--- src/rtl/lsu_pkg.sv ---
// rtl/lsu_pkg.sv - shared types and width codes for the load/store unit
// Contents: lsu_state_e (FSM states), LSU_* funct3 width/sign codes.
package lsu_pkg;

   typedef enum logic [1:0] {
      ST_IDLE = 2'd0,
      ST_REQ  = 2'd1,
      ST_WAIT = 2'd2,
      ST_DONE = 2'd3
   } lsu_state_e;

   localparam logic [2:0] LSU_B  = 3'b000;
   localparam logic [2:0] LSU_H  = 3'b001;
   localparam logic [2:0] LSU_W  = 3'b010;
   localparam logic [2:0] LSU_BU = 3'b100;
   localparam logic [2:0] LSU_HU = 3'b101;

endpackage

--- src/rtl/lsu_align.sv ---
// rtl/lsu_align.sv - combinational store lane/byte-enable and load extract/extend
// Ports:
//   st_size  : mask[1:0] of the request (00 byte, 01 half, 1x word)
//   st_off   : naturally aligned byte offset of the store
//   st_data  : raw store data (rs2)
//   st_be    : byte enables for the bus
//   st_lanes : store data replicated across the byte lanes
//   ld_mask  : funct3 of the outstanding load
//   ld_off   : byte offset of the outstanding load
//   ld_word  : word returned by the bus
//   ld_data  : extracted and extended load result
module lsu_align
   import lsu_pkg::*;
(
   input  logic [1:0]  st_size,
   input  logic [1:0]  st_off,
   input  logic [31:0] st_data,
   output logic [3:0]  st_be,
   output logic [31:0] st_lanes,
   input  logic [2:0]  ld_mask,
   input  logic [1:0]  ld_off,
   input  logic [31:0] ld_word,
   output logic [31:0] ld_data
);

   logic [31:0] shifted;

   // Size is taken from the low two bits so loads (incl. unsigned codes)
   // get the same byte enables as stores of the same width.
   always_comb begin
      st_be    = 4'b1111;
      st_lanes = st_data;
      case (st_size)
         2'b00: begin
            st_be    = 4'b0001 << st_off;
            st_lanes = {4{st_data[7:0]}};
         end
         2'b01: begin
            st_be    = 4'b0011 << st_off;
            st_lanes = {2{st_data[15:0]}};
         end
         default: ;
      endcase
   end

   assign shifted = ld_word >> {ld_off, 3'b000};

   always_comb begin
      ld_data = shifted;
      case (ld_mask)
         LSU_B:   ld_data = {{24{shifted[7]}}, shifted[7:0]};
         LSU_H:   ld_data = {{16{shifted[15]}}, shifted[15:0]};
         LSU_BU:  ld_data = {24'd0, shifted[7:0]};
         LSU_HU:  ld_data = {16'd0, shifted[15:0]};
         default: ld_data = shifted;
      endcase
   end

endmodule

--- src/rtl/load_store_unit.sv ---
// rtl/load_store_unit.sv - data-memory access stage with req/gnt/rvalid handshake
// Optional feature macro: LSU_MISALIGN_ERR_EN (misaligned requests raise err_o
// instead of being forced to natural alignment).
// Ports:
//   clk_i, rst_ni         : clock, asynchronous active-low reset
//   req_valid_i/ready_o   : request handshake from execute (ready only in IDLE)
//   mem_rd_i, mem_wr_i    : load / store select
//   mask_i                : funct3 width/sign code
//   addr_i, wdata_i       : byte address, store data
//   dmem_req_o/we_o/addr_o/be_o/wdata_o : registered bus request fields
//   dmem_gnt_i, dmem_rvalid_i, dmem_rdata_i : bus grant and read response
//   done_o                : one-cycle completion pulse
//   rdata_o               : extended load result, held until the next load
//   err_o                 : one-cycle pulse for a rejected request
module load_store_unit
   import lsu_pkg::*;
#(
   parameter int ADDR_W = 32
) (
   input  logic              clk_i,
   input  logic              rst_ni,
   input  logic              req_valid_i,
   output logic              req_ready_o,
   input  logic              mem_rd_i,
   input  logic              mem_wr_i,
   input  logic [2:0]        mask_i,
   input  logic [ADDR_W-1:0] addr_i,
   input  logic [31:0]       wdata_i,
   output logic              dmem_req_o,
   output logic              dmem_we_o,
   output logic [ADDR_W-1:0] dmem_addr_o,
   output logic [3:0]        dmem_be_o,
   output logic [31:0]       dmem_wdata_o,
   input  logic              dmem_gnt_i,
   input  logic              dmem_rvalid_i,
   input  logic [31:0]       dmem_rdata_i,
   output logic              done_o,
   output logic [31:0]       rdata_o,
   output logic              err_o
);

   lsu_state_e  state_q, state_d;
   logic        is_ld, is_st, op_ok, legal;
   logic [1:0]  off, off_eff;
   logic [2:0]  mask_q;
   logic [1:0]  off_q;
   logic [3:0]  be_c;
   logic [31:0] lanes_c, ld_fmt;

   assign off = addr_i[1:0];

   always_comb begin
      is_ld   = mem_rd_i & ~mem_wr_i;
      is_st   = mem_wr_i & ~mem_rd_i;
      op_ok   = 1'b0;
      if (is_ld)
         op_ok = mask_i inside {LSU_B, LSU_H, LSU_W, LSU_BU, LSU_HU};
      else if (is_st)
         op_ok = mask_i inside {LSU_B, LSU_H, LSU_W};

      // Natural alignment of the offset; a request is aligned exactly when
      // this leaves the offset unchanged.
      off_eff = off;
      case (mask_i)
         LSU_H, LSU_HU: off_eff = {off[1], 1'b0};
         LSU_W:         off_eff = 2'b00;
         default:       ;
      endcase

`ifdef LSU_MISALIGN_ERR_EN
      legal = op_ok & (off_eff == off);
`else
      legal = op_ok;
`endif
   end

   lsu_align u_align (
      .st_size  (mask_i[1:0]),
      .st_off   (off_eff),
      .st_data  (wdata_i),
      .st_be    (be_c),
      .st_lanes (lanes_c),
      .ld_mask  (mask_q),
      .ld_off   (off_q),
      .ld_word  (dmem_rdata_i),
      .ld_data  (ld_fmt)
   );

   always_comb begin
      state_d = state_q;
      case (state_q)
         ST_IDLE: if (req_valid_i && legal) state_d = ST_REQ;
         ST_REQ:  if (dmem_gnt_i) state_d = dmem_we_o ? ST_DONE : ST_WAIT;
         ST_WAIT: if (dmem_rvalid_i) state_d = ST_DONE;
         ST_DONE: state_d = ST_IDLE;
         default: state_d = ST_IDLE;
      endcase
   end

   assign req_ready_o = (state_q == ST_IDLE);

   always_ff @(posedge clk_i or negedge rst_ni) begin
      if (!rst_ni) begin
         state_q      <= ST_IDLE;
         dmem_req_o   <= 1'b0;
         dmem_we_o    <= 1'b0;
         dmem_addr_o  <= '0;
         dmem_be_o    <= 4'd0;
         dmem_wdata_o <= 32'd0;
         done_o       <= 1'b0;
         err_o        <= 1'b0;
         rdata_o      <= 32'd0;
         mask_q       <= 3'd0;
         off_q        <= 2'd0;
      end else begin
         state_q <= state_d;
         done_o  <= 1'b0;
         err_o   <= 1'b0;
         case (state_q)
            ST_IDLE: begin
               if (req_valid_i) begin
                  if (legal) begin
                     dmem_req_o   <= 1'b1;
                     dmem_we_o    <= is_st;
                     dmem_addr_o  <= {addr_i[ADDR_W-1:2], 2'b00};
                     dmem_be_o    <= be_c;
                     dmem_wdata_o <= lanes_c;
                     mask_q       <= mask_i;
                     off_q        <= off_eff;
                  end else begin
                     err_o <= 1'b1;
                  end
               end
            end
            ST_REQ: begin
               // Fields stay frozen until the grant; rvalid is not looked at here.
               if (dmem_gnt_i) begin
                  dmem_req_o <= 1'b0;
                  if (dmem_we_o) done_o <= 1'b1;
               end
            end
            ST_WAIT: begin
               if (dmem_rvalid_i) begin
                  rdata_o <= ld_fmt;
                  done_o  <= 1'b1;
               end
            end
            default: ;
         endcase
      end
   end

endmodule

--- config.mk ---
export PLATFORM = sky130hd
export DESIGN_NAME = load_store_unit
export DESIGN_NICKNAME = d
export VERILOG_FILES = /design/src/rtl/lsu_pkg.sv /design/src/rtl/lsu_align.sv /design/src/rtl/load_store_unit.sv
export SDC_FILE = /design/constraint.sdc
export NUM_CORES = 1
export LEC_CHECK = 0
export BUFFER_PORTS_ARGS = -buffer_cell sky130_fd_sc_hd__buf_2
export CORE_MARGIN = 1.5
export CORE_UTILIZATION = 52
export DETAILED_ROUTE_END_ITERATION = 6
export PLACE_DENSITY = 0.83
export SLEW_MARGIN = 20
export SYNTH_ARGS = -nofsm -noshare
export SYNTH_HDL_FRONTEND = slang
export SYNTH_SLANG_ARGS = --single-unit
--- constraint.sdc ---
create_clock -name clk_i -period 2.85 [get_ports clk_i]
set_input_delay 0.1425 -clock clk_i [delete_from_list [all_inputs] [get_ports clk_i]]
set_output_delay 0.1425 -clock clk_i [all_outputs]
set_load 0.05 [all_outputs]
==> impl_summary.txt <==
----------------------------------------------------
[Floorplan]
  Initial core utilization ... 54.5%
  Die W ... 102 um
  Die span in y ... 102 um
  Area enclosed by the die boundary ... 10400 um^2
  Row count ... 35
  Area of the core ... 9370 um^2
  Number of primary I/O pins ... 211

[Logic synthesis]
  Number of warning messages in the yosys log ... 0
  Distinct cells, synth ... 38
  Top post-synthesis cells by count ... 157 x sky130_fd_sc_hd__nand2_1, 109 x sky130_fd_sc_hd__dfrtp_1, 51 x sky130_fd_sc_hd__a21oi_1
  Area contributors post-synth ... sky130_fd_sc_hd__dfrtp_1 53%, sky130_fd_sc_hd__nand2_1 12%, sky130_fd_sc_hd__mux2i_1 7.6%, sky130_fd_sc_hd__a21oi_1 5.0%, sky130_fd_sc_hd__o21ai_0 4.8%
  Top cell type's share of synthesized area ... 53.4%
  Sequential cell area fraction in the yosys report ... 53.4%
  Synth Instances ... 551
  Cell area after technology mapping ... 5110 um^2
  #FFs+latches synth ... 109
  Primary FF master, synth ... sky130_fd_sc_hd__dfrtp_1
  Yosys top cell by area ... sky130_fd_sc_hd__dfrtp_1
  Average instance area after synthesis ... 9.27 um^2
  FFs w/ async S/R, synth ... 100%
  Cell with the most instances after synthesis ... sky130_fd_sc_hd__nand2_1
  EDFF count, synth ... 0

[Global routing]
  Pin count of the biggest net entering global routing ... 65
  Global-route wire length before repair ... 23.9 mm
  Number of antenna violations at the first check in global routing ... 1
  Global route total overflow ... 0
  Overall routing resource usage ... 29.9%
  Number of global-route vias before repair ... 4823

[STA]
  Part of the cycle the worst path needs ... 76.5%
  Post-route minimum period ... 2.18 ns
  Setup WS post-layout ... 0.671 ns
  Setup Total Neg Slack ... 0 ns
  RSZ-0062 raised after global routing ... false
  Actual slew at the worst max-slew pin ... 0.938 ns
  Final setup vio count ... 0
  Final Slew Violations ... 0
  Worst relative slew slack ... 37.5%
  Number of failing hold endpoints at the final stage ... 0
  Worst clock skew ... 0.0142 ns
  Max Clock Freq ... 0.459 GHz

[Status]
  Result of the run ... complete, no violations

[Worst setup path]
  Max stage delay on crit path ... 0.43 ns
  Worst setup EP type ... register
  Cell repeated most along the worst path ... sky130_fd_sc_hd__nand2_1
  Max FO, Critical Path ... 36
  Worst Reg2Reg Path Length in Cells ... 7
  Slowest CP cell ... sky130_fd_sc_hd__o2111ai_4
  Required time at the endpoint of the critical path ... 3.10 ns
  Cell Chain, Critical Path ... inv_1, ha_1, and2_1, o2111ai_4, buf_4, nand2_1, nand2_1
  Critical Path Start Type ... register
  Category of the most critical setup path ... reg -> reg
  Arrival time at the worst endpoint ... 2.43 ns

[Routing]
  Drt initial violations ... 181
  Via density ... 5.34
  Detailed-route wire length per cell ... 16.8 um
  Total Routed Length ... 15.2 mm
  Number of iterations in the first detailed-routing pass ... 5
  Overall via count from detail_route ... 4852
  Post-detailed-route DRC marker count ... 0
  Number of antenna-violating nets in the routed design ... 0

[Place]
  Worst-case setup slack after placement ... 0.725 ns
  Number of cells in the design after placement ... 860
  Port-buffer cells ... 208
  Post-DP Area ... 6230 um^2
  Placed wire-length estimate after detailed placement ... 10.5 mm
  GPL Wtd Cong ... 0.903

[Worst hold path]
  Worst hold path class ... in -> reg
  Min-Delay Path Depth ... 3

[CTS]
  CTS root buf ... sky130_fd_sc_hd__clkbuf_8
  Clock insertion delay at the later pin of the skew report ... 0.37 ns
  Clock transition at the registers of the reported paths ... 0.11 ns
  Number of resized instances in the post-cts repair step ... 0
  Depth of the CTS H-tree ... 3
  CTS tree ... done
  Clock sink count ... 109
  Buffers from clock root to sink, at most ... 2
  Number of buffers added by the clock tree synthesis step ... 9

[Finish]
  Number of nets in the final layout ... 882
  Ratio of cells with drive above 1 in the final layout ... 32.0%
  Number of fillers in the final layout ... 679
  Final instance area ... 6780 um^2
  Non-filler cells, final ... 908
  Area added between synthesis and finish ... 32.7%
  Area of the multi-input gates ... 2170 um^2
  Seq. cell area ... 2730 um^2

[Pwr]
  Overall power ... 0.00870 W
  Leak Pwr ... 3.56 nW
  VDD IR-drop max ... 0.853 mV
  Total power density per cell area ... 1280 nW/um^2

[Run]
  # Max-Cap Violations ... 0

----------------------------------------------------
## worst paths after layout
check / start / endpoint / slack [ns]
min in group asynchronous: rst_ni / rdata_o[13] / 0.33
min reg2reg: dmem_wdata_o[8] / dmem_wdata_o[8] / 0.49
max in group asynchronous: rst_ni / dmem_wdata_o[30] / 1.77
max: state_q[0] / dmem_addr_o[9] / 0.67
min: wdata_i[4] / dmem_wdata_o[4] / 0.03
max reg2reg: state_q[0] / dmem_addr_o[9] / 0.67
## registers in the layout, summed over array words and instances (netlist names)
| name | flops |
|---|---|
| state_q | 2 |
| mask_q | 3 |
| dmem_wdata_o | 32 |
| done_o | 1 |
| dmem_be_o | 4 |
| dmem_req_o | 1 |
| dmem_addr_o | 30 |
| rdata_o | 32 |
| off_q | 2 |
| err_o | 1 |
| dmem_we_o | 1 |
## layer usage
layer  GRT usage (%)  wire length, um  vias to the layer above
met4            13.2              425                        0
met3            8.48             1380                       35
li1                -                -                     2280
met2            50.3             7510                      265
met5               0                0                        -
met1            36.0             5920                     2272
## through the flow
step           hold WS [ns]  util (%)
6_report             0.0260      72.3
5_1_grt              0.0320      72.3
4_1_cts              0.0158      72.3
3_5_place_dp          0.189      66.5
3_3_place_gp          0.177      66.5
2_1_floorplan        -0.153         -
## worst max-delay path, delay by kind of cell, from the launching register on
kind | cells | cell delay [ns]
buf+inv | 2 | 0.54
compound gates | 1 | 0.43
fa+ha+maj | 1 | 0.25
flops | 1 | 0.40
simple gates | 3 | 0.44
## logic make-up (layout without fill, tap and decap cells)
| logic type | count (synthesis) | count (layout) | share of synthesized area (%) |
|---|---|---|---|
| simple gates | 208 | 208 | 16.0 |
| compound gates | 133 | 133 | 15.4 |
| flops | 109 | 109 | 53.4 |
| mux | 49 | 49 | 10.1 |
| buf+inv | 47 | 273 | 4.07 |
| fa+ha+maj | 3 | 3 | 0.735 |
| other cells | 1 | 3 | 0.0734 |
| xor+xnor | 1 | 1 | 0.319 |
## area by class of cell
cell class | count | share of cell area (%)
tap | 129 | 2.38
sequential | 109 | 40.3
clock buffer | 9 | 1.83
antenna | 1 | 0.0369
inverter | 9 | 0.499
multi-input combinational | 396 | 32.1
clock inverter | 7 | 1.55
timing repair buffer | 248 | 21.3
## timing repair
| item | in CTS | in global routing |
|---|---|---|
| hold endpoints to repair | 75 | 0 |
| buffers inserted | 0 | 0 |
| hold buffers | 31 | 0 |
## report_power, final
group          switching [W]  internal, W  leakage [nW]
Sequential          0.000443      0.00225          1.34
Combinational        0.00373      0.00122          2.10
Clock               0.000549     0.000509         0.112
Total                0.00472      0.00398          3.56
## layout by cell type (no fill, tap or decap), types with 2 or more instances in the layout
master and count:
sky130_fd_sc_hd__inv_6 2, sky130_fd_sc_hd__ha_1 3, sky130_fd_sc_hd__a2bb2oi_1 7, sky130_fd_sc_hd__nor3_1 2, sky130_fd_sc_hd__a21boi_0 2, sky130_fd_sc_hd__mux2_2 9, sky130_fd_sc_hd__o21ai_0 49, sky130_fd_sc_hd__nand3b_1 2
sky130_fd_sc_hd__inv_1 9, sky130_fd_sc_hd__buf_12 2, sky130_fd_sc_hd__buf_2 207, sky130_fd_sc_hd__conb_1 2, sky130_fd_sc_hd__nand2_1 157, sky130_fd_sc_hd__a21o_1 2, sky130_fd_sc_hd__dfrtp_1 109, sky130_fd_sc_hd__clkbuf_8 9
sky130_fd_sc_hd__a31oi_1 3, sky130_fd_sc_hd__dlygate4sd3_1 31, sky130_fd_sc_hd__mux2i_1 39, sky130_fd_sc_hd__a21oi_1 51, sky130_fd_sc_hd__buf_4 8, sky130_fd_sc_hd__o31ai_1 2, sky130_fd_sc_hd__nor2_1 37, sky130_fd_sc_hd__o21a_1 7
sky130_fd_sc_hd__nor2b_1 4, sky130_fd_sc_hd__o211ai_1 2, sky130_fd_sc_hd__and2_1 3, sky130_fd_sc_hd__bufinv_16 2
Note: power is estimated with default switching activity, not from simulation.
